`config.mk`:
```
export PLATFORM = sky130hd
export DESIGN_NAME = vending_controller
export DESIGN_NICKNAME = d
export VERILOG_FILES = /design/src/rtl/vending_pkg.sv /design/src/rtl/vend_timer.sv /design/src/rtl/vending_controller.sv
export SDC_FILE = /design/constraint.sdc
export NUM_CORES = 1
export LEC_CHECK = 0
export ABC_AREA = 1
export CORE_MARGIN = 2
export CORE_UTILIZATION = 40
export CTS_CLUSTER_SIZE = 12
export DETAILED_ROUTE_END_ITERATION = 16
export SLEW_MARGIN = 25
export SYNTH_ARGS = -nofsm -noshare
export SYNTH_HDL_FRONTEND = slang
export SYNTH_SLANG_ARGS = --single-unit
export TNS_END_PERCENT = 20
```
`constraint.sdc`:
```
create_clock -name clk_i -period 3.6 [get_ports clk_i]
set_input_delay 0.72 -clock clk_i [delete_from_list [all_inputs] [get_ports clk_i]]
set_output_delay 0.72 -clock clk_i [all_outputs]
set_load 0.01 [all_outputs]
```
`src/rtl/vending_pkg.sv`:
```
// Shared types and helpers for the vending controller.
//   vend_state_t  : controller states (idle, credit held, dispensing, returning change)
//   item_price()  : extracts one price from a packed price table
package vending_pkg;

   typedef enum logic [1:0] {
      StIdle,
      StCredit,
      StDispense,
      StChange
   } vend_state_t;

   // Widest packed price table item_price() can index.
   localparam int unsigned PriceTableMax = 1024;

   // Returns the price of item idx from a table of width-bit entries, item 0 in the LSBs.
   // An out-of-range idx shifts past the table and yields 0.
   function automatic logic [31:0] item_price(input logic [PriceTableMax-1:0] prices,
                                              input int unsigned idx,
                                              input int unsigned width);
      logic [31:0] mask;
      mask = (width >= 32) ? '1 : ((32'd1 << width) - 32'd1);
      return 32'(prices >> (idx * width)) & mask;
   endfunction

endpackage

```
`src/rtl/vend_timer.sv`:
```
// Loadable down-counter that times the dispense phase.
//   clk_i   : clock
//   rst_i   : asynchronous active-high reset
//   load_i  : load the counter with CYCLES
//   done_o  : high during the last counted cycle
module vend_timer #(
   parameter int unsigned CYCLES = 3
) (
   input  logic clk_i,
   input  logic rst_i,
   input  logic load_i,
   output logic done_o
);

   localparam int unsigned CNT_W = $clog2(CYCLES + 1);
   localparam logic [CNT_W-1:0] LOAD_VAL = CNT_W'(CYCLES);

   logic [CNT_W-1:0] r_cnt;

   always_ff @(posedge clk_i or posedge rst_i) begin
      if (rst_i) begin
         r_cnt <= '0;
      end else if (load_i) begin
         r_cnt <= LOAD_VAL;
      end else if (r_cnt != '0) begin
         r_cnt <= r_cnt - CNT_W'(1);
      end
   end

   // Loaded on the select edge, so the count reads CYCLES..1 over the dispense cycles.
   assign done_o = (r_cnt == CNT_W'(1));

endmodule

```
`src/rtl/vending_controller.sv`:
```
// Multi-item vending controller: accumulates coin credit, dispenses a selected item
// against a price table, then returns change; cancel refunds the whole credit.
//   clk_i, rst_i        : clock, asynchronous active-high reset
//   coin_valid_i/value  : coin strobe and value
//   sel_valid_i, sel_i  : selection strobe and item index
//   cancel_i            : refund request
//   total_o, busy_o     : current credit, dispense/change in progress
//   coin_reject_o       : pulse, coin not accepted
//   sel_err_o           : pulse, selection refused
//   dispense_o/item_o   : dispense actuator and item being dispensed
//   change_valid_o/o    : change strobe and amount
// All outputs come straight from flops.
module vending_controller
   import vending_pkg::*;
#(
   parameter int unsigned WIDTH = 8,
   parameter int unsigned N_ITEMS = 4,
   parameter logic [N_ITEMS*WIDTH-1:0] PRICES = {8'd150, 8'd100, 8'd75, 8'd50},
   parameter int unsigned DISPENSE_CYCLES = 3,
   localparam int unsigned SEL_W = (N_ITEMS > 1) ? $clog2(N_ITEMS) : 1
) (
   input  logic             clk_i,
   input  logic             rst_i,
   input  logic             coin_valid_i,
   input  logic [WIDTH-1:0] coin_value_i,
   input  logic             sel_valid_i,
   input  logic [SEL_W-1:0] sel_i,
   input  logic             cancel_i,
   output logic [WIDTH-1:0] total_o,
   output logic             busy_o,
   output logic             coin_reject_o,
   output logic             sel_err_o,
   output logic             dispense_o,
   output logic [SEL_W-1:0] dispense_item_o,
   output logic             change_valid_o,
   output logic [WIDTH-1:0] change_o
);

   localparam logic [PriceTableMax-1:0] PRICES_EXT = PriceTableMax'(PRICES);

   vend_state_t      r_state, w_state_d;
   logic [WIDTH-1:0] r_total, w_total_d;
   logic [WIDTH-1:0] r_change, w_change_d;
   logic [SEL_W-1:0] r_item, w_item_d;
   logic             r_coin_reject, w_coin_reject_d;
   logic             r_sel_err, w_sel_err_d;
   logic             r_dispense, r_change_valid, r_busy;

   logic             w_load;
   logic             w_timer_done;
   logic             w_sel_ok;
   logic [WIDTH-1:0] w_price;
   logic [WIDTH:0]   w_sum;

   vend_timer #(
      .CYCLES (DISPENSE_CYCLES)
   ) u_timer (
      .clk_i  (clk_i),
      .rst_i  (rst_i),
      .load_i (w_load),
      .done_o (w_timer_done)
   );

   assign w_sel_ok = (32'(sel_i) < N_ITEMS);
   assign w_price  = WIDTH'(item_price(PRICES_EXT, 32'(sel_i), WIDTH));
   // One extra bit so overflow past 2^WIDTH-1 is visible as the carry.
   assign w_sum    = {1'b0, r_total} + {1'b0, coin_value_i};

   always_comb begin
      w_state_d       = r_state;
      w_total_d       = r_total;
      w_change_d      = r_change;
      w_item_d        = r_item;
      w_coin_reject_d = 1'b0;
      w_sel_err_d     = 1'b0;
      w_load          = 1'b0;

      unique case (r_state)
         StIdle, StCredit: begin
            // Priority cancel > select > coin; a coin losing to either is rejected.
            // Cancel with no credit is not an event, so select/coin still proceed.
            if (cancel_i && (r_state == StCredit)) begin
               w_state_d       = StChange;
               w_change_d      = r_total;
               w_coin_reject_d = coin_valid_i;
            end else if (sel_valid_i) begin
               w_coin_reject_d = coin_valid_i;
               if (!w_sel_ok || (r_total < w_price)) begin
                  w_sel_err_d = 1'b1;
               end else begin
                  w_state_d  = StDispense;
                  w_item_d   = sel_i;
                  w_change_d = r_total - w_price;
                  w_load     = 1'b1;
               end
            end else if (coin_valid_i) begin
               if (w_sum[WIDTH]) begin
                  w_coin_reject_d = 1'b1;
               end else begin
                  w_total_d = w_sum[WIDTH-1:0];
                  // A zero coin in idle leaves the state alone.
                  if (w_sum[WIDTH-1:0] != '0) begin
                     w_state_d = StCredit;
                  end
               end
            end
         end
         StDispense: begin
            w_coin_reject_d = coin_valid_i;
            if (w_timer_done) begin
               w_state_d = StChange;
            end
         end
         StChange: begin
            w_coin_reject_d = coin_valid_i;
            w_state_d       = StIdle;
            w_total_d       = '0;
            w_change_d      = '0;
         end
         default: begin
            w_state_d = StIdle;
         end
      endcase
   end

   always_ff @(posedge clk_i or posedge rst_i) begin
      if (rst_i) begin
         r_state        <= StIdle;
         r_total        <= '0;
         r_change       <= '0;
         r_item         <= '0;
         r_coin_reject  <= 1'b0;
         r_sel_err      <= 1'b0;
         r_dispense     <= 1'b0;
         r_change_valid <= 1'b0;
         r_busy         <= 1'b0;
      end else begin
         r_state        <= w_state_d;
         r_total        <= w_total_d;
         r_change       <= w_change_d;
         r_item         <= w_item_d;
         r_coin_reject  <= w_coin_reject_d;
         r_sel_err      <= w_sel_err_d;
         // Status outputs registered from the next state so they align with it.
         r_dispense     <= (w_state_d == StDispense);
         r_change_valid <= (w_state_d == StChange);
         r_busy         <= (w_state_d == StDispense) || (w_state_d == StChange);
      end
   end

   assign total_o         = r_total;
   assign busy_o          = r_busy;
   assign coin_reject_o   = r_coin_reject;
   assign sel_err_o       = r_sel_err;
   assign dispense_o      = r_dispense;
   assign dispense_item_o = r_item;
   assign change_valid_o  = r_change_valid;
   assign change_o        = r_change;

endmodule

```
==> reports/metrics.yaml <==
final_layout:
  seq_area_um2: 676
  final_layout_size_suffix_gt1_share_pct: 7.19
  multi_input_area_um2: 1210
  area_delta_synth_final_pct: 23.9
  fin_area_um2: 2540
  finish.net_count: 347
  layout_common_cells: "70 x nand2_1, 37 x clkdlybuf4s50_1, 36 x inv_1"
  stdcell_count: 376
  fin_util_pct: 50.6
  layout_commonest_cell: "nand2_1"
  nFillCells: 510
  num_antenna_cells: 0
sta:
  min_period_ps: 3010
  rsz0062_at_grt: "false"
  worst_hold_slack_ps: 489
  finClkSkew_ps: 4.28
  worst_slack_ps: 588
  slew_headroom_pct: 55.8
  setup_viol: 0
  tightest_slew_ps: 662
  fmax_mhz: 332
  fin_crit_sh_pct: 83.7
  slew_violations: 0
  fin_tns_setup_ps: 0
  hold_violations: 0
critical_path:
  crit_chain: "clkdlybuf4s50_1 -> inv_1 -> ha_1 -> ha_1 -> inv_1 -> fa_1 -> nand3_1 -> nand3_2 -> nand4_1 -> nand3_2 -> nand2_1 -> nand2_1 -> o21ai_2 -> o21ai_0"
  crit_path_max_fanout: 15
  crit_start: "sel_i[1]"
  crit_family: "adder cells"
  r2r_slack_ps: 1320
  worstSetupEndpoint: "change_o[6]"
  r2r-end: "change_o[6]"
  cp.arrival_ps: 3160
  critPathLaunchType: "input port"
  reg2regPathDepth: 12
  critPathKind: "input port to flop"
  reg2reg_from: "total_o[0]"
  cp.depth: 14
  cp_slowest_cell: "clkdlybuf4s50_1"
  crit_buf_inv: 3
  worstPathRequired_ps: 3740
  cp-end-kind: "flop"
  cp_slowest_stage_delay_ps: 470
global_routing:
  track_usage_pct: 18.0
  grtUsageMet2_pct: 31.2
  antenna_found_initial: 0
  grt_max_degree: 28
  use_met1_pct: 23.0
  overflow: 0
  busiest_layer: "met2"
  grt_pass1_vias: 1732
  met3_usage_pct: 2.12
  grt_pass1_wl_mm: 7.81
synthesis:
  ys_top_cells_by_area: "dfrtp_1 33%, ha_1 14%, nand2_1 13%"
  ys_warn_count: 0
  yosysUniqueCellTypes: 32
  netlist.area_leader.share_pct: 33.0
  synth-main-ff-cell: "dfrtp_1"
  synth_edf_count: 0
  synth_area_um2: 2050
  synthArstFlopShare_pct: 100
  syn_inst: 267
  ys_seq_area_share_pct: 33.0
  synth_top_area_cell: "dfrtp_1"
  synth_nets: 307
  avgSynthCellArea_um2: 7.67
  synth-seq-cells: 27
floorplan:
  core_region_area_um2: 5010
  initial_utilization_pct: 40.9
  pin_count: 38
  dieWidth_um: 75.5
  rows: 26
  die-area_um2: 5710
  die_h_um: 75.5
route:
  drtIter0Drc: 76
  drt_wl_total_mm: 4.74
  drtAntennaViolNets: 0
  vias: 1830
  drt_drc_violations_left: 0
  dr.pass1.iters: 4
  wl_per_cell_um: 12.6
  via_per_inst: 4.87
clock_network:
  numCtsBuffers: 3
  cts.sinks: 27
  cts_max_path_buffers: 2
  cts_setup_buffers: 0
  clkLatencyLatePin_ps: 280
  clkTransAtPathRegs_ps: 90
  cts_resized: 0
  cts_tree: "done"
  cts.htree.levels: 1
  root_buffer: "clkbuf_8"
  cts_hold_buf: 0
place:
  hpwlAfterDp_mm: 3.81
  post_dp_cell_area_um2: 2490
  place_ws_ps: 297
  dpl.cell_count: 372
  gp_congestion: 0.888
  portBuffers: 37
status:
  outcome: "finished, final reports clean"
power:
  p_leak_nw: 1.30
  p_per_area_nw_per_um2: 850
  power_mw: 2.15
  vdd_drop_max_mv: 0.281
worst_hold_path:
  hold_class: "flop to flop"
job:
  cap_violations: 0
-- registers in the layout, indices dropped and copies added, names as in the netlist --
name and flops:
dispense_item_o 2, busy_o 1, dispense_o 1, u_timer.r_cnt 2
change_valid_o 1, change_o 8, coin_reject_o 1, sel_err_o 1
total_o 8, r_state 2
-- power breakdown --
part | switching (mW) | total [mW] | internal [mW]
combinational | 0.793 | 1.41 | 0.618
clock | 0.0982 | 0.176 | 0.0778
sequential | 0.126 | 0.568 | 0.442
total | 1.02 | 2.15 | 1.14
-- cell type report --
| cell class | instances | area share, % |
|---|---|---|
| tap | 70 | 3.45 |
| clock inverter | 1 | 0.197 |
| multi-input combinational | 199 | 47.6 |
| timing repair buffer | 38 | 14.9 |
| clock buffer | 3 | 1.63 |
| inverter | 38 | 5.62 |
| sequential | 27 | 26.6 |
-- how the worst min path moves through the flow --
stage / start / end / slack [ps] / cells past startpoint
finish: change_o[1] / change_o[1] / 490 / 2
global route: change_o[5] / change_o[5] / 530 / 2
CTS: change_o[6] / change_o[6] / 500 / 2
detailed placement: change_o[6] / change_o[6] / 480 / 2
global placement: change_o[6] / change_o[6] / 470 / 2
floorplan: u_timer.r_cnt[1] / u_timer.r_cnt[1] / 480 / 2
-- metal layers --
layer / vias up / wire (µm)
met5: - / 0
met2: 27 / 2310
li1: 966 / -
met1: 830 / 2250
met3: 7 / 97
met4: 0 / 81
-- logic make-up (layout without fill, tap and decap cells) --
| logic type | after synthesis | in the layout | share of synthesized area (%) |
|---|---|---|---|
| buf+inv | 41 | 80 | 8.07 |
| xor+xnor | 4 | 4 | 1.71 |
| fa+ha+maj | 25 | 25 | 16.0 |
| flops | 27 | 27 | 33.0 |
| compound gates | 46 | 46 | 13.9 |
| simple gates | 124 | 124 | 27.3 |
-- Yosys cell counts (all sizes together) (2+ instances only) --
library cell / number
xnor2: 2
a21oi: 13
o21ai: 19
o211ai: 6
ha: 23
inv: 37
dfrtp: 27
xor2: 2
o31ai: 4
nand3: 24
nor2: 16
nor3: 2
fa: 2
buf: 2
nand4: 5
or2: 3
nand2: 74
-- worst min-delay path: stages (launching register included) --
cell	delay [ps]
dfrtp_1	350
nand2_1	60
o31ai_1	50
No activity file was read; power rests on OpenSTA's default activity.
